File: src/rtl/codec_spi_tx_pkg.sv
// Shared types and defaults for the codec control-port SPI transmitter.
// Holds the FSM state encoding, default timing constants and counter sizing helpers.
package codec_spi_tx_pkg;

   typedef enum logic [2:0] {
      S_IDLE  = 3'd0,
      S_SETUP = 3'd1,
      S_SHIFT = 3'd2,
      S_HOLD  = 3'd3,
      S_GAP   = 3'd4
   } state_e;

   localparam int DEF_DATA_W   = 16;
   localparam int DEF_CLK_DIV  = 4;
   localparam int DEF_CS_SETUP = 2;
   localparam int DEF_CS_HOLD  = 2;
   localparam int DEF_GAP      = 2;

   function automatic int max4(input int a, input int b, input int c, input int d);
      int m;
      m = a;
      if (b > m) m = b;
      if (c > m) m = c;
      if (d > m) m = d;
      return m;
   endfunction

   // Width of a down-counter that must hold values up to max_val.
   function automatic int cnt_width(input int max_val);
      return (max_val < 1) ? 1 : $clog2(max_val + 1);
   endfunction

   // Width of the bit index counter; never narrower than one bit.
   function automatic int idx_width(input int n);
      return (n < 2) ? 1 : $clog2(n);
   endfunction

endpackage

File: src/rtl/codec_spi_tx_phase_timer.sv
// Loadable down-counter with a terminal-count flag; times setup, SCK half-periods,
// hold and gap intervals for the SPI transmitter.
module codec_spi_tx_phase_timer #(
   parameter int W = 3
) (
   input  logic         clk,
   input  logic         reset,
   input  logic         load,
   input  logic [W-1:0] load_val,
   output logic         tc
);

   logic [W-1:0] cnt_q, cnt_d;

   always_comb begin
      cnt_d = cnt_q;
      if (load) begin
         cnt_d = load_val;
      end else if (cnt_q != '0) begin
         cnt_d = cnt_q - 1'b1;
      end
   end

   always_ff @(posedge clk or posedge reset) begin
      if (reset) begin
         cnt_q <= '0;
      end else begin
         cnt_q <= cnt_d;
      end
   end

   // Loading N-1 makes tc fire on the Nth cycle after the load.
   assign tc = (cnt_q == '0);

endmodule

File: src/rtl/codec_spi_tx.sv
// Write-only mode-0 SPI master: sends one DATA_W-bit word MSB first per accepted trg,
// framed by cs_n with programmable setup, hold and gap, then pulses done as rdy returns.
module codec_spi_tx
   import codec_spi_tx_pkg::*;
#(
   parameter int DATA_W   = DEF_DATA_W,
   parameter int CLK_DIV  = DEF_CLK_DIV,
   parameter int CS_SETUP = DEF_CS_SETUP,
   parameter int CS_HOLD  = DEF_CS_HOLD,
   parameter int GAP      = DEF_GAP
) (
   input  logic              clk,
   input  logic              reset,
   input  logic [DATA_W-1:0] data,
   input  logic              trg,
   output logic              rdy,
   output logic              mosi,
   output logic              sck,
   output logic              cs_n,
   output logic              done
);

   localparam int TW    = cnt_width(max4(CLK_DIV, CS_SETUP, CS_HOLD, GAP));
   localparam int BIT_W = idx_width(DATA_W);

   localparam logic [TW-1:0]    SETUP_LD = TW'(CS_SETUP - 1);
   localparam logic [TW-1:0]    DIV_LD   = TW'(CLK_DIV - 1);
   localparam logic [TW-1:0]    HOLD_LD  = TW'(CS_HOLD - 1);
   localparam logic [TW-1:0]    GAP_LD   = TW'(GAP - 1);
   localparam logic [BIT_W-1:0] LAST_IDX = BIT_W'(DATA_W - 1);

   state_e              state_q, state_d;
   logic [DATA_W-1:0]   shift_q, shift_d;
   logic [BIT_W-1:0]    bit_cnt_q, bit_cnt_d;
   logic                rdy_q, rdy_d;
   logic                cs_n_q, cs_n_d;
   logic                sck_q, sck_d;
   logic                mosi_q, mosi_d;
   logic                done_q, done_d;

   logic                tmr_load;
   logic [TW-1:0]       tmr_val;
   logic                tmr_tc;

   codec_spi_tx_phase_timer #(
      .W (TW)
   ) u_timer (
      .clk      (clk),
      .reset    (reset),
      .load     (tmr_load),
      .load_val (tmr_val),
      .tc       (tmr_tc)
   );

   always_comb begin
      // NOTE: every signal gets its hold value first so no path through the case leaves one unassigned (no latch).
      state_d   = state_q;
      shift_d   = shift_q;
      bit_cnt_d = bit_cnt_q;
      rdy_d     = rdy_q;
      cs_n_d    = cs_n_q;
      sck_d     = sck_q;
      mosi_d    = mosi_q;
      done_d    = 1'b0;
      tmr_load  = 1'b0;
      tmr_val   = '0;

      unique case (state_q)
         S_IDLE: begin
            if (trg) begin
               shift_d  = data;
               mosi_d   = data[DATA_W-1];
               cs_n_d   = 1'b0;
               rdy_d    = 1'b0;
               state_d  = S_SETUP;
               tmr_load = 1'b1;
               tmr_val  = SETUP_LD;
            end
         end

         S_SETUP: begin
            if (tmr_tc) begin
               state_d   = S_SHIFT;
               bit_cnt_d = LAST_IDX;
               tmr_load  = 1'b1;
               tmr_val   = DIV_LD;
            end
         end

         S_SHIFT: begin
            if (tmr_tc) begin
               tmr_load = 1'b1;
               tmr_val  = DIV_LD;
               if (!sck_q) begin
                  sck_d = 1'b1;
               end else begin
                  // mosi moves on the same edge that drops sck, so it never changes while sck is high.
                  sck_d = 1'b0;
                  if (bit_cnt_q != '0) begin
                     shift_d   = {shift_q[DATA_W-2:0], shift_q[DATA_W-1]};
                     mosi_d    = shift_q[DATA_W-2];
                     bit_cnt_d = bit_cnt_q - 1'b1;
                  end else begin
                     state_d = S_HOLD;
                     tmr_val = HOLD_LD;
                  end
               end
            end
         end

         S_HOLD: begin
            if (tmr_tc) begin
               cs_n_d   = 1'b1;
               state_d  = S_GAP;
               tmr_load = 1'b1;
               tmr_val  = GAP_LD;
            end
         end

         S_GAP: begin
            if (tmr_tc) begin
               rdy_d   = 1'b1;
               done_d  = 1'b1;
               state_d = S_IDLE;
            end
         end

         default: begin
            state_d = S_IDLE;
         end
      endcase
   end

   // NOTE: sequential state uses non-blocking assignments so every flop samples pre-edge values.
   always_ff @(posedge clk or posedge reset) begin
      if (reset) begin
         state_q   <= S_IDLE;
         shift_q   <= '0;
         bit_cnt_q <= '0;
         rdy_q     <= 1'b1;
         cs_n_q    <= 1'b1;
         sck_q     <= 1'b0;
         mosi_q    <= 1'b0;
         done_q    <= 1'b0;
      end else begin
         state_q   <= state_d;
         shift_q   <= shift_d;
         bit_cnt_q <= bit_cnt_d;
         rdy_q     <= rdy_d;
         cs_n_q    <= cs_n_d;
         sck_q     <= sck_d;
         mosi_q    <= mosi_d;
         done_q    <= done_d;
      end
   end

   assign rdy  = rdy_q;
   assign cs_n = cs_n_q;
   assign sck  = sck_q;
   assign mosi = mosi_q;
   assign done = done_q;

endmodule

File: config.mk
export PLATFORM = sky130hd
export DESIGN_NAME = codec_spi_tx
export DESIGN_NICKNAME = d
export VERILOG_FILES = /design/src/rtl/codec_spi_tx_pkg.sv /design/src/rtl/codec_spi_tx_phase_timer.sv /design/src/rtl/codec_spi_tx.sv
export SDC_FILE = /design/constraint.sdc
export NUM_CORES = 1
export LEC_CHECK = 0
export CORE_AREA = 5 5 62 119
export DETAILED_ROUTE_END_ITERATION = 7
export DIE_AREA = 0 0 67 124
export DONT_BUFFER_PORTS = 1
export REMOVE_ABC_BUFFERS = 1
export SLEW_MARGIN = 20
export SYNTH_ARGS = -nofsm -noshare
export SYNTH_HDL_FRONTEND = slang
export SYNTH_SLANG_ARGS = --single-unit
File: constraint.sdc
create_clock -name clk -period 3 [get_ports clk]
set_input_delay 0.3 -clock clk [delete_from_list [all_inputs] [get_ports clk]]
set_output_delay 0.3 -clock clk [all_outputs]
set_load 0.02 [all_outputs]
==> results of run 1 <==
==> layout make-up <==
cell class	instances	share of cell area
clock inverters	1	0.00285
flip-flops and latches	30	0.429
inverters	7	0.0150
repair buffers	3	0.0128
multi-input cells	102	0.397
clock buffers	7	0.0813
well taps	86	0.0613
==> cells in the final DEF (no fill, tap or decap), types with 2 or more instances in the layout <==
master,count
dfrtp_1,28
a22o_1,16
a21o_1,16
nor2_1,12
a21oi_1,11
o21ai_0,9
inv_1,7
nand2_1,6
clkbuf_16,5
nor3_1,3
ha_1,3
buf_4,3
nand2b_1,2
xnor2_1,2
nor2b_1,2
nand3b_1,2
nand3_1,2
dfstp_2,2
==> flip-flops by register name, summed over array words and instances, names as in the netlist <==
signal         cells
bit_cnt_q          4
shift_q           15
state_q            3
done               1
u_timer.cnt_q      3
cs_n               1
mosi               1
sck                1
rdy                1
==> through the flow <==
stage                     setup slack [ns]  utilization
after global placement               0.928        0.255
final                                0.924        0.278
after floorplan                       1.18            -
after global routing                 0.723        0.278
after detailed placement             0.941        0.255
after CTS                            0.920        0.278
==> synth_stat cells, types with 2 or more instances <==
cell / count / area (sq um)
nor2_1: 12 / 45.0
ha_1: 3 / 37.5
nand3_1: 2 / 10.0
a22o_1: 16 / 140
inv_1: 7 / 26.3
nand3b_1: 2 / 15.0
nand2b_1: 2 / 12.5
a21oi_1: 11 / 55.1
buf_2: 5 / 25.0
a21o_1: 16 / 120
nor2b_1: 2 / 12.5
dfrtp_1: 28 / 701
dfstp_2: 2 / 52.6
nor3_1: 3 / 15.0
o21ai_0: 9 / 45.0
xnor2_1: 2 / 17.5
nand2_1: 6 / 22.5
==> layer usage <==
metal / global-route usage / vias to the layer above / wire (um)
li1: - / 539 / -
met1: 0.107 / 545 / 1370
met2: 0.156 / 28 / 1830
met3: 0.0208 / 12 / 137
met4: 0.0584 / 0 / 121
met5: 0 / - / 0
==> kinds of logic (layout without fill, tap and decap cells) <==
logic type      after synthesis  in the layout  share of synthesized area
fa+ha+maj                     3              3                     0.0248
xor+xnor                      3              3                     0.0173
flops                        30             30                      0.497
simple gates                 37             37                      0.143
compound gates               58             58                      0.268
buf+inv                      14             18                     0.0437
mux                           1              1                    0.00660
==> power breakdown <==
group / switching (uW) / leakage (uW) / internal (uW)
registers: 201 / 0.000359 / 588
logic: 346 / 0.000385 / 296
clock network: 173 / 0.0000739 / 328
total: 719 / 0.000818 / 1210
==> worst paths after layout <==
| kind | start | end | slack, ns | cells after the start |
|---|---|---|---|---|
| worst max register to register | u_timer.cnt_q[0]$_DFFE_PP0P_ | shift_q[4]$_DFFE_PP0P_ | 0.92 | 6 |
| min in group clk | data[0] | shift_q[0]$_DFFE_PP0P_ | 0.24 | 2 |
| max in group asynchronous | reset | rdy$_DFFE_PP1P_ | 2.69 | 2 |
| worst max-delay path | u_timer.cnt_q[0]$_DFFE_PP0P_ | shift_q[4]$_DFFE_PP0P_ | 0.92 | 6 |
| worst min-delay path | reset | bit_cnt_q[3]$_DFFE_PP0P_ | -0.009 | 2 |
| worst min register to register | shift_q[3]$_DFFE_PP0P_ | shift_q[3]$_DFFE_PP0P_ | 0.48 | 1 |
==> critical path, cell delays in order, from the launching register on <==
cell,delay (ns)
dfrtp_1,0.37
inv_1,0.10
ha_1,0.20
nand2b_1,0.24
o21ai_0,0.24
nand3b_1,0.47
a21o_1,0.33
==> metrics.csv, run 1 <==
stage,metric,value,unit
worst_hold_path,HP Class,input port to asynchronous set/reset pin,
clock_network,Max Root-Sink Buffers,2,
timing,Worst Clk Skew,0.00907,ns
route,1st-iter DRT viols,14,
worst_setup_path,CP arrival,2.23,ns
floorplanning,I/O pins,24,
yosys,Cells after Synth,146,
yosys,Post-synth ARST share,1.00,
finish,Antenna Cells,0,
timing,Slew Limit Fails,0,
worst_setup_path,crit path max fanout,16,
clock_network,Root Buffer,clkbuf_16,
pwr,final total power,1930,uW
global_routing,Total GRT Usage,0.0941,
yosys,synthesized flop and latch total,30,
finish,nets@finish,171,
route,post-DR wirelength/cell,14.7,um
route,Residual DRC,0,
flow_run,number of max-cap violations,0,
floorplanning,die area,0.00831,sq mm
route,drt pass-1 iters,4,
global_routing,largest net degree at the start of global routing,31,
yosys,Mean Syn Cell Area,10.4,sq um
floorplanning,Core ar.,0.00631,sq mm
global_routing,number of global-route vias before repair,1175,
clock_network,clock transition at the registers of the reported paths,0.05,ns
clock_network,Clock Latency Late Sink,0.27,ns
finish,ratio of cells with drive above 1 in the final layout,0.113,
clock_network,CTS tree,built,
timing,Final Setup Violations,0,
pwr,PD cells,1100,mW/mm^2
route,total number of vias,1124,
yosys,Yosys cell types,35,
finish,fin area,0.00175,sq mm
finish,fillers,653,
placed_design,Post-DP Area,0.00161,sq mm
worst_setup_path,CP required,3.15,ns
timing,final setup TNS,0,ns
global_routing,first-pass GRT wire length,5870,um
floorplanning,Initial Util,0.240,
timing,Fin. Hold Viols,22,
run_status,outcome,"finished, violations left",
finish,sequential cell area,753,sq um
global_routing,initial antenna violation count,0,
timing,RSZ-0062 raised after global routing,no,
yosys,main flop type after synthesis,dfrtp_1,
finish,Post-Layout Cell Count,236,
placed_design,HPWL Detailed,2500,um
floorplanning,std cell rows,41,
timing,Tmin final,2.08,ns
placed_design,gpl congestion,0.798,
timing,fin crit share,0.692,
pwr,Leak Pwr,0.000818,uW
clock_network,Clock Sinks,30,
worst_setup_path,CP Class,register to register,
timing,Least-Margin Pin Slew,0.736,ns
run_status,failing checks,negative hold slack,
yosys,synth warn,0,
pwr,VDD IR max,509,uV
clock_network,H-tree depth,2,
finish,synthesis-to-layout area growth,15.7,%
finish,multi-input logic area,697,sq um
route,final antenna-violating net count,0,
floorplanning,die height,124,um
timing,relative max-transition margin,0.509,
clock_network,TritonCTS Buffers,5,
route,vias per cell,4.76,
route,Detailed Route WL,3460,um
clock_network,CTS resizes,0,
worst_setup_path,Critical Path End Type,register,
floorplanning,Die W,67,um
timing,FMAX,482,MHz
placed_design,Buffers on Ports,0,
timing,WHS,-0.00935,ns
yosys,register area share after synthesis,0.497,
global_routing,global route overflow,0,
worst_setup_path,startpoint types,register,
clock_network,setup bufs post-CTS,0,
yosys,"EDFF count, synth",0,
yosys,cell area after synthesis,0.00152,sq mm
clock_network,"Hold-fix buffers, CTS",0,
placed_design,cell count after placement,228,
Power figures use the tool's default switching activity.
==> run 2, diff against run 1 <==
Clock period 3 ns to 2.09 ns, I/O delays scaled along.
==> run 2 against run 1 <==
  * Fmax grew 12%
  * Design area grew 2.3%
  * Total power grew 46%
  * Critical endpoint is now shift_q[14]$_DFFE_PP0P_
  * First-iteration DRC count grew 29%
  * Register-to-register slack lost 0.69 ns
  * Clock power grew 43%
  * Critical path depth grew 1
  * Largest cell class unchanged
  * Sequential power grew 39%
  * The flow now finishes without violations
  * Wire length shrank 1.2%
==> metrics.csv, run 2 (synthesis gave the netlist of run 1 again) <==
stage,metric,value,unit
run_status,outcome,"complete, no violations",
route,1st-iter DRT viols,18,
timing,FMAX,538,MHz
timing,Worst Clk Skew,0.00212,ns
route,Residual DRC,0,
worst_setup_path,startpoint types,register,
floorplanning,die height,124,um
finish,Post-Layout Cell Count,241,
pwr,Pint,1790,uW
placed_design,gpl congestion,0.811,
route,drt pass-1 iters,4,
placed_design,HPWL Detailed,2500,um
timing,Least-Margin Pin Slew,0.448,ns
clock_network,clock transition at the registers of the reported paths,0.05,ns
pwr,Net Switching,1030,uW
worst_hold_path,HP Class,input port to register,
floorplanning,std cell rows,41,
route,vias per cell,4.71,
placed_design,Buffers on Ports,0,
placed_design,cell count after placement,232,
finish,synthesis-to-layout area growth,18.3,%
worst_setup_path,crit path max fanout,19,
worst_setup_path,CP required,2.25,ns
timing,final setup TNS,0,ns
worst_setup_path,CP Depth,7,
flow_run,number of max-cap violations,0,
global_routing,first-pass GRT wire length,5990,um
timing,fin crit share,0.889,
pwr,Switching Share,0.365,
timing,Final Setup Violations,0,
floorplanning,I/O pins,24,
clock_network,Clock Latency Late Sink,0.27,ns
clock_network,Clock Sinks,30,
global_routing,initial antenna violation count,0,
clock_network,Root Buffer,clkbuf_16,
finish,"most common cell after layout, fill and taps aside",dfrtp_1,
worst_setup_path,Crit path largest cell delay,0.42,ns
route,total number of vias,1134,
clock_network,H-tree depth,2,
pwr,clock share of power,0.253,
worst_setup_path,"delay-heaviest family, CP",simple AND/OR/NAND/NOR gates,
finish,Biggest register,shift_q,
global_routing,global route overflow,0,
route,Detailed Route WL,3420,um
timing,Tmin final,1.86,ns
clock_network,CTS tree,built,
pwr,Sequential Power Share,0.388,
floorplanning,die area,0.00831,sq mm
finish,fin area,0.00179,sq mm
floorplanning,Core ar.,0.00631,sq mm
pwr,PD cells,1580,mW/mm^2
global_routing,Total GRT Usage,0.0980,
timing,relative max-transition margin,0.700,
finish,ratio of cells with drive above 1 in the final layout,0.135,
floorplanning,Initial Util,0.240,
finish,Antenna Cells,0,
pwr,VDD IR max,694,uV
route,post-DR wirelength/cell,14.2,um
pwr,combinational share of power,0.358,
clock_network,CTS resizes,0,
worst_hold_path,worst hold stages,2,
finish,Largest regs,"shift_q (15), bit_cnt_q (4)",
timing,WHS,0.147,ns
route,final antenna-violating net count,0,
worst_setup_path,CP Class,register to register,
placed_design,Post-DP Area,0.00164,sq mm
clock_network,TritonCTS Buffers,5,
worst_setup_path,sum of buffers and inverters on the critical path,2,
global_routing,number of global-route vias before repair,1192,
pwr,Leak Pwr,0.000841,uW
timing,RSZ-0062 raised after global routing,no,
finish,nets@finish,176,
floorplanning,Die W,67,um
finish,most frequent cells in the layout,"28 x dfrtp_1, 16 x a22o_1, 16 x a21o_1",
worst_setup_path,CP arrival,2.02,ns
clock_network,Max Root-Sink Buffers,2,
worst_setup_path,Crit-path slowest cell,nor3b_2,
timing,Slew Limit Fails,0,
global_routing,largest net degree at the start of global routing,31,
finish,Largest register FFs,15,
worst_setup_path,CP Cell Sequence,"inv_1, ha_1, nor3b_2, nor4_4, buf_4, a22o_1, a21o_1",
worst_setup_path,worst r2r path cells,7,
timing,Fin. Hold Viols,0,
worst_setup_path,Critical Path End Type,register,
-- run 2: repair_timing --
action	in CTS	in global routing
buffers inserted	0	0
hold buffers	1	0
endpoints found under the hold margin	28	0
-- run 2: worst paths after layout --
check / start / slack (ns) / end
worst max register to register: bit_cnt_q[0]$_DFFE_PP0P_ / 0.23 / shift_q[14]$_DFFE_PP0P_
min in group asynchronous: reset / 0.46 / bit_cnt_q[3]$_DFFE_PP0P_
worst min-delay path: data[1] / 0.15 / shift_q[1]$_DFFE_PP0P_
max in group asynchronous: reset / 1.31 / rdy$_DFFE_PP1P_
worst min register to register: shift_q[11]$_DFFE_PP0P_ / 0.47 / shift_q[11]$_DFFE_PP0P_
worst max-delay path: bit_cnt_q[0]$_DFFE_PP0P_ / 0.23 / shift_q[14]$_DFFE_PP0P_
-- run 2: stage by stage --
| stage | setup WS [ns] | util | total power [uW] |
|---|---|---|---|
| 2_1_floorplan | 0.271 | - | 1820 |
| 3_3_place_gp | 0.218 | 0.259 | 2110 |
| 3_5_place_dp | 0.239 | 0.259 | 2130 |
| 4_1_cts | 0.220 | 0.284 | 2870 |
| 5_1_grt | 0.0932 | 0.284 | 3080 |
| 6_report | 0.232 | 0.284 | 2830 |
-- run 2: power by group through the flow --
stage	Clock, uW	Combinational (uW)	Sequential, uW
after detailed placement	0	1020	1110
after global routing	765	1170	1140
after global placement	0	1010	1100
after floorplan	0	756	1070
final	716	1010	1100
after CTS	736	1030	1100
-- run 2: layout make-up --
cell class,instances,area [sq um]
clock buffer,7,143
sequential,30,753
multi-input combinational,102,697
clock inverter,1,5.00
timing repair buffer,8,62.6
tap,86,108
fill,659,4520
inverter,7,26.3
-- run 2: metal layers --
layer / vias to the layer above / track usage / wire length [um]
met2: 26 / 0.159 / 1840
met3: 7 / 0.0334 / 158
li1: 549 / - / -
met1: 552 / 0.106 / 1290
met4: 0 / 0.0623 / 127
met5: - / 0 / 0
==> run 3, diff against run 2 <==
Settings changed: CAP_MARGIN from default to 15.
==> results of run 3 <==
Same layout as run 2: the final DEF is identical, and so are final timing and power.
